[src/rtl/intersection_phase_arbiter.sv]
// intersection_phase_arbiter: round-robin green scheduler for four approaches (clock, clear, req[3:0] in; lights[7:0], grant[3:0], phase_start out)
module intersection_phase_arbiter #(
  parameter int MIN_GREEN   = 4,
  parameter int MAX_GREEN   = 10,
  parameter int YEL_TIME    = 3,
  parameter int ALLRED_TIME = 2,
  parameter int CNT_W       = 4
) (
  input  logic       clock,
  input  logic       clear,
  input  logic [3:0] req,
  output logic [7:0] lights,
  output logic [3:0] grant,
  output logic       phase_start
);
  typedef enum logic [1:0] {S_GREEN, S_YELLOW, S_ALLRED} state_t;
  localparam logic [CNT_W-1:0] MIN_END = CNT_W'(MIN_GREEN - 1);
  localparam logic [CNT_W-1:0] MAX_END = CNT_W'(MAX_GREEN - 1);
  localparam logic [CNT_W-1:0] YEL_END = CNT_W'(YEL_TIME - 1);
  localparam logic [CNT_W-1:0] AR_END  = CNT_W'(ALLRED_TIME - 1);
  state_t state, state_n;
  logic [1:0] cur, cur_n, nxt, nxt_n, pick, code_n;
  logic [CNT_W-1:0] timer, timer_n;
  logic [3:0] other;
  logic min_ok, exit_a, exit_b, ps_n;
  always_comb begin
    other = req & ~(4'b0001 << cur);
    min_ok = timer >= MIN_END;
    exit_a = min_ok && |other && (!req[cur] || timer >= MAX_END);
    exit_b = min_ok && ~|other && cur != 2'd0 && !req[cur];
    pick = cur;
    for (int k = 3; k >= 1; k--)
      if (other[cur + 2'(k)]) pick = cur + 2'(k);
    state_n = state;
    cur_n = cur;
    nxt_n = nxt;
    ps_n = 1'b0;
    timer_n = &timer ? timer : timer + CNT_W'(1);
    if (state == S_GREEN && (exit_a || exit_b)) begin
      state_n = S_YELLOW;
      nxt_n = exit_a ? pick : 2'd0;
      timer_n = '0;
    end else if (state == S_YELLOW && timer == YEL_END) begin
      state_n = S_ALLRED;
      timer_n = '0;
    end else if (state == S_ALLRED && timer == AR_END) begin
      state_n = S_GREEN;
      cur_n = nxt;
      timer_n = '0;
      ps_n = 1'b1;
    end
    code_n = state_n == S_GREEN ? 2'd2 : state_n == S_YELLOW ? 2'd1 : 2'd0;
  end
  always_ff @(posedge clock) begin
    if (clear) begin
      state <= S_GREEN;
      cur <= 2'd0;
      nxt <= 2'd0;
      timer <= '0;
      lights <= 8'h02;
      grant <= 4'b0001;
      phase_start <= 1'b0;
    end else begin
      state <= state_n;
      cur <= cur_n;
      nxt <= nxt_n;
      timer <= timer_n;
      lights <= {6'd0, code_n} << {cur_n, 1'b0};
      grant <= 4'b0001 << cur_n;
      phase_start <= ps_n;
    end
  end
endmodule

[config.mk]
export PLATFORM = sky130hd
export DESIGN_NAME = intersection_phase_arbiter
export DESIGN_NICKNAME = d
export VERILOG_FILES = /design/src/rtl/intersection_phase_arbiter.sv
export SDC_FILE = /design/constraint.sdc
export NUM_CORES = 1
export LEC_CHECK = 0
export CAP_MARGIN = 5
export CORE_MARGIN = 2
export CORE_UTILIZATION = 40
export CTS_BUF_LIST = sky130_fd_sc_hd__clkbuf_2
export CTS_CLUSTER_SIZE = 8
export DETAILED_ROUTE_END_ITERATION = 12
export DONT_BUFFER_PORTS = 1
export SLEW_MARGIN = 25
export SYNTH_ARGS = -nofsm -noshare
export SYNTH_HDL_FRONTEND = slang
export SYNTH_SLANG_ARGS = --single-unit
[constraint.sdc]
create_clock -name clock -period 2.82 [get_ports clock]
set_input_delay 0.282 -clock clock [delete_from_list [all_inputs] [get_ports clock]]
set_output_delay 0.282 -clock clock [all_outputs]
set_load 0.1 [all_outputs]
## Word-level counts from Yosys, hierarchy flattened

Cells that the tools add are included.

- Register bits after elaboration: 23
- Word-level logic and storage cells: 67
- Bits of input ports: 6

- Add/sub/neg operators: 4
- Shifts and indexed selects: 3
- Reduce and logical (&&, ||, !) cells: 19
- Multiplexer cells: 21
- Bitwise operators: 2
- Order comparisons: 6
- Equal/unequal tests: 5

Operator list:

| kind | number |
|---|---|
| $mux 2 | 11 |
| $lt 2x3->1 const B | 4 |
| $bmux 1 s2 | 4 |
| $logic_and 1x1->1 | 8 |
| $reduce_or 4->1 | 2 |
| $shl 1x2->4 const A | 2 |
| $shl 2x3->8 | 1 |
| $mux 1 | 6 |
| $add 2x2->2 const B | 2 |
| $add 4x1->4 const B | 1 |
| $and 4x4->4 | 1 |
| $eq 2x1->1 const B | 2 |
| $eq 4x1->1 const B | 1 |
| $eq 4x2->1 const B | 1 |
| $ge 4x2->1 const B | 1 |
| $ge 4x4->1 const B | 1 |
| $logic_not 2->1 | 2 |
| $not 4->4 | 1 |
| $reduce_and 4->1 | 1 |
| $reduce_or 3->1 | 1 |
| $add 2x1->2 const B | 1 |
| $eq 2x2->1 const B | 1 |
| $logic_not 1->1 | 2 |
| $logic_or 1x1->1 | 2 |
| $reduce_bool 2->1 | 1 |

## Longest topological paths before layout

Gate-level depths: netlist of run 1.

- Depth in word-level cells: 15
- Depth in mapped cells: 8
- Mapped depth without buffers: 7

## Worst setup path before layout of run 1

Ideal clock, no wire load.

- Kind: register -> register
- From: register cur[0]
- To: register nxt[0]
- Period minus slack after synthesis: 1.966 ns
- Slack: 0.854 ns
- Stages on the path, launching flop included: 9
- Data required time: 2.703 ns
- Library setup time: 0.117 ns
- Arrival: 1.849 ns
- Cells stage by stage: dfxtp_1 > buf_6 > inv_1 > ha_1 > or4b_1 > o31a_1 > a21oi_1 > o21ai_0 > a32o_1

- Word-level cells in the longest chain between the ends: 10
- Elaborated cells on any way between the ends: 30
- Classes of those cells: 3 x add/sub; 1 x shift; 12 x mux; 2 x bitwise; 12 x reduce/logical

Ends and longest elaborated chain:

| what | RTL line | text |
|---|---|---|
| start: declaration | 22 | `logic [1:0] cur, cur_n, nxt, nxt_n, pick, code_n;` |
| start signal: assignment | 65 | `cur <= cur_n;` |
| parallel branches: the longest is 10 deep, another holds $add 2x2->2 | - |  |
| end signal: assignment | 66 | `nxt <= nxt_n;` |
| end: declaration | 22 |  |

Several ways; the timed one is not identified. The select of a mux whose other input is x is not followed.
A chain may end at the register's enable or synchronous reset.

## Worst setup path in the final report of run 1

Same ends and word-level chain as after synthesis.

==> results.cfg, run 1 <==
[status]
status = finished clean

[timing]
final-setup-viol-count = 0
drv_slew = 0
fin_crit_ns = 2.36
finalCritPeriodShare_pct = 83.8
rsz0062_at_grt = false
setup_tns_ns = 0
hold_violations = 0
relSlewSlack_pct = 36.4
max_clock_freq_ghz = 0.423
tightest_slew_ns = 0.953
skew_ns = 0.00364

[synth]
ys_types = 46
synth_fa_ha_area_share_pct = 8.04
synth_area_um2 = 1240
yosys_warnings = 0
synthSimpleGateAreaFrac_pct = 21.1
synth_top_cells_by_area = dfxtp_1 37%, ha_1 8.0%, nor2_1 3.9%
yosys-top-cells-count = 23 x dfxtp_1, 13 x nor2_1, 9 x inv_1
syn_nets = 143
synth-edff-count = 0
synth_top_flop_cell = dfxtp_1
synth_xor_area_share_pct = 0.704
synthDominantCellAreaShare_pct = 37.0
synth_top_family_by_area = simple AND/OR/NAND/NOR gates
synthMuxAreaShare_pct = 7.74
async_flop_share_pct = 0
synth_cells = 129
yosysMostFrequentCell = dfxtp_1
synth_compound_area_share_pct = 19.8
postSynthAreaPerCell_um2 = 9.65
ys_ff_latch = 23
yosysTopAreaCell = dfxtp_1
ys_seq_area_share_pct = 37.0

[power_and_ir_drop]
internal-power_mw = 0.402
p_sw_mw = 0.166
finalPower_mw = 0.568
pwr-share-clk_pct = 22.2
swShare_pct = 29.3
ir_worst_vdd_uv = 316
p_seq_share_pct = 64.1
power_density_nw_per_um2 = 444
p_leak_nw = 0.523
p_comb_share_pct = 13.7

[global_route]
grt_pass1_wl_mm = 3.69
grt_pass1_vias = 823
track_usage_pct = 13.9
antenna_found_initial = 0
grt_start_max_net_pins = 14
overflow = 0

[place]
dp_hpwl_mm = 1.77
gp_congestion = 0.888
portBuffers = 0

[clocking]
numCtsBuffers = 3
cts_tree = done
h-tree-depth = 1
clk_pin_slew_ns = 0.20
cts_resized = 0
clockRootBuffer = clkbuf_2
clk_latency_ns = 0.32
cts_sinks = 23
clockBufferDepth = 2

[min_path]
worstHoldPathCells = 1
min_path_type = in -> reg
min_from = clear
min_to = lights[1]

[floorplan]
die_h_um = 59.8
num_io_pins = 19
rows = 20
dieArea_um2 = 3570
die-width_um = 59.8
core-area_um2 = 3000
start_util_pct = 41.5

[setup_path]
cp_max_fo = 12
r2r-start = cur[0]
reg2reg_setup_slack_ns = 0.46
cp-end-kind = flip-flop
timing.rr.end = nxt[0]
start_kind = flip-flop
worstPathArrival_ns = 2.61
r2r_cells = 7
crit_type = reg -> reg
worstPathRequired_ns = 3.07

[drt]
routedWlPerCell_um = 14.1
drc_errors = 0
antenna_left = 0
wl_mm = 2.29
drt_iter0_drc = 43
vias = 927
first_pass_iters = 4
vias_per_cell = 5.72

[final_layout]
layout-drive-gt1-share_pct = 12.4
fin_util_pct = 42.6
diodes = 0
regArea_um2 = 460
nFillCells = 314
area_growth_pct = 2.81
final_nets = 144
multi_input_area_um2 = 714

[job]
cap_violations = 0
per-stage QoR:
stage          area, um^2  hold slack [ns]  instances  setup WS (ns)
3_3_place_gp         1250            0.356        157          0.610
5_1_grt              1280        0.0000241        162          0.296
6_report             1280           0.0519        162          0.458
2_1_floorplan        1240            0.455        129          0.854
3_5_place_dp         1250            0.358        157          0.485
4_1_cts              1280           0.0339        162          0.458
cell families after synthesis:
logic type,count (synthesis)
AOI/OAI and AO/OA,31
xor gates and xnor gates,1
adders and majority gates,8
buffers and inverters,14
DFF,23
muxes,7
and+or+nand+nor,45
layout by cell type (no fill, tap or decap), types with 2 or more instances in the layout:
| master | count |
|---|---|
| a21oi_2 | 2 |
| clkbuf_2 | 3 |
| a21o_1 | 2 |
| or3b_1 | 2 |
| nand2_1 | 5 |
| nor2_1 | 13 |
| nor3_2 | 2 |
| nand3_1 | 4 |
| inv_1 | 9 |
| mux4_2 | 2 |
| dfxtp_1 | 23 |
| o21ai_1 | 2 |
| mux2i_1 | 4 |
| nor3b_1 | 2 |
| nand2b_1 | 5 |
| ha_1 | 8 |
| a21oi_1 | 6 |
| o31a_1 | 2 |
| o21ai_0 | 2 |
| nor3_1 | 2 |
| o21bai_1 | 2 |
| or3_1 | 2 |
| a31oi_1 | 2 |
state kept, by name (all words and copies together) (netlist names):
signal	cells
cur	2
grant	4
lights	8
nxt	2
phase_start	1
state	2
timer	4
per-layer routing:
layer	track usage (%)	share of wire (%)	vias to the layer above
li1	-	-	460
met1	18.3	47	436
met2	21.3	46	26
met3	5.19	6.5	5
met4	3.81	0.74	0
met5	0	0	-
how the worst max path moves through the flow:
stage	start	endpoint	slack (ns)	cells after the start
2_1_floorplan	cur[0]	nxt[0]	0.85	8
3_3_place_gp	cur[0]	nxt[0]	0.61	7
3_5_place_dp	cur[0]	nxt[0]	0.49	7
4_1_cts	cur[0]	nxt[0]	0.46	7
5_1_grt	cur[0]	nxt[0]	0.30	7
6_report	cur[0]	nxt[0]	0.46	7
power by group through the flow:
stage	sequential [mW]	clock (mW)	combinational [mW]
after CTS	0.365	0.133	0.0784
after global placement	0.370	0	0.0738
after floorplan	0.366	0	0.0672
after global routing	0.366	0.145	0.0886
final	0.364	0.126	0.0779
after detailed placement	0.371	0	0.0756
layout make-up:
type | instances | area share [%]
tap | 33 | 3.23
timing repair buffer | 1 | 0.782
clock buffer | 3 | 1.17
clock inverter | 1 | 0.391
multi-input combinational | 92 | 55.8
inverter | 9 | 2.64
sequential | 23 | 36.0
worst max-delay path, cell delays in order (launching register included):
cell     delay, ns
dfxtp_1       0.63
inv_1         0.24
ha_1          0.27
or4b_1        0.47
o31a_1        0.13
a21oi_1       0.18
o21ai_0       0.11
a32o_1        0.26
what timing repair did:
| action | CTS | global route |
|---|---|---|
| hold buffers | 1 | 0 |
| endpoints found under the hold margin | 5 | 0 |
| setup buffers | 0 | 0 |
Note: power is estimated with default switching activity, not from simulation.
==> run 2: changes to the inputs <==
==> constraint.sdc (replaced) <==
create_clock -name clock -period 2.4 [get_ports clock]
set_input_delay 0.24 -clock clock [delete_from_list [all_inputs] [get_ports clock]]
set_output_delay 0.24 -clock clock [all_outputs]
set_load 0.1 [all_outputs]
==> run 2 against run 1 <==
Against the previous run:
- cell count is 1.2% higher
- sequential power is 18% higher
- combinational power is 19% higher
- clock skew is 0.0028 ns lower
- critical endpoint unchanged
==> results.cfg, run 2 (synthesis gave the netlist of run 1 again) <==
[status]
status = finished clean

[timing]
setup_tns_ns = 0
rsz0062_at_grt = false
hold_violations = 0
max_clock_freq_ghz = 0.490
fin_crit_ns = 2.04
finalCritPeriodShare_pct = 85.0
drv_slew = 0
relSlewSlack_pct = 35.8
final-setup-viol-count = 0
skew_ns = 0.000835
tightest_slew_ns = 0.962

[final_layout]
final_nets = 146
largest_reg_flops = 8
layout_commonest_cell = dfxtp_1
diodes = 0
area_growth_pct = 4.22
fin_cells = 164
design_area_um2 = 1300
reg_top3 = lights (8), grant (4), timer (4)
top_register = lights
final_cell_mix = 23 x dfxtp_1, 13 x nor2_1, 9 x inv_1, 8 x ha_1, 6 x a21oi_1
layout-drive-gt1-share_pct = 13.7

[floorplan]
dieArea_um2 = 3570
num_io_pins = 19
start_util_pct = 41.5
die-width_um = 59.8
rows = 20
core-area_um2 = 3000
die_h_um = 59.8

[drt]
first_pass_iters = 4
wl_mm = 2.40
wl_met2_mm = 1.12
vias = 923
drc_errors = 0
vias_per_cell = 5.63
drt-met1-wl_mm = 1.18
top_layer_used = met4
routedWlPerCell_um = 14.6
wl_met3_um = 95
antenna_left = 0
drt_iter0_drc = 41

[global_route]
overflow = 0
grt_pass1_vias = 854
grt_start_max_net_pins = 15
track_usage_pct = 14.5
antenna_found_initial = 0
grt_pass1_wl_mm = 3.95

[setup_path]
path_buf_inv = 1
crit_family = compound AO/OA/AOI/OAI gates
crit_type = reg -> reg
max_stage_delay_ns = 0.59
worstPathRequired_ns = 2.65
worstPathArrival_ns = 2.29
crit_slowest_cell = dfxtp_1
timing.critical_path.cells = inv_1 -> ha_1 -> nand2b_1 -> o31a_1 -> a21oi_1 -> o21ai_0 -> a32o_1
r2r_cells = 7
cp_max_fo = 11
start_kind = flip-flop
critical_path_depth = 7
cp-end-kind = flip-flop

[job]
cap_violations = 0

[power_and_ir_drop]
p_leak_nw = 0.529
ir_worst_vdd_uv = 389
finalPower_mw = 0.673
power_density_nw_per_um2 = 519

[place]
dp_hpwl_mm = 1.83
dpl-instance-area_um2 = 1260
gp_congestion = 0.842
portBuffers = 0
dp.cells = 159

[clocking]
cts_sinks = 23
clockBufferDepth = 2
cts_resized = 0
h-tree-depth = 1
clk_latency_ns = 0.32
clockRootBuffer = clkbuf_2
numCtsBuffers = 3
cts_setup_buffers = 0
clk_pin_slew_ns = 0.21
hold_buffers = 1
cts_tree = done

[min_path]
worstHoldPathCells = 2
min_path_type = in -> reg
run 2: power by group:
group | leakage [nW] | internal [mW] | switching [mW]
registers | 0.186 | 0.394 | 0.0343
logic | 0.330 | 0.0405 | 0.0523
clock network | 0.0126 | 0.0388 | 0.113
run 2: worst paths after layout:
path / from / end / slack, ns
max: cur[1] / nxt[0] / 0.36
min: clear / timer[2] / 0.06
max reg2reg: cur[1] / nxt[0] / 0.36
min reg2reg: nxt[1] / nxt[1] / 0.54
run 2: cell type report:
| cell class | instances | area, um^2 |
|---|---|---|
| Clock inverter | 1 | 7.51 |
| Sequential cell | 23 | 460 |
| Clock buffer | 3 | 15.0 |
| Multi-Input combinational cell | 92 | 714 |
| Inverter | 9 | 33.8 |
| Tap cell | 33 | 41.3 |
| Timing Repair Buffer | 3 | 25.0 |
| Fill cell | 297 | 1710 |
run 2: stage by stage:
stage / utilization [%] / worst slack [ns] / hold slack [ns]
floorplan: - / 0.434 / 0.413
detailed placement: 42.1 / 0.368 / 0.317
CTS: 43.2 / 0.341 / 0.0460
finish: 43.2 / 0.360 / 0.0646
global placement: 42.1 / 0.393 / 0.314
global route: 43.2 / 0.178 / 0.0360
run 2: routing by layer:
| layer | track usage (%) | vias up |
|---|---|---|
| met4 | 2.86 | 0 |
| met5 | 0 | - |
| met3 | 3.90 | 2 |
| met1 | 18.4 | 445 |
| li1 | - | 462 |
| met2 | 24.5 | 14 |
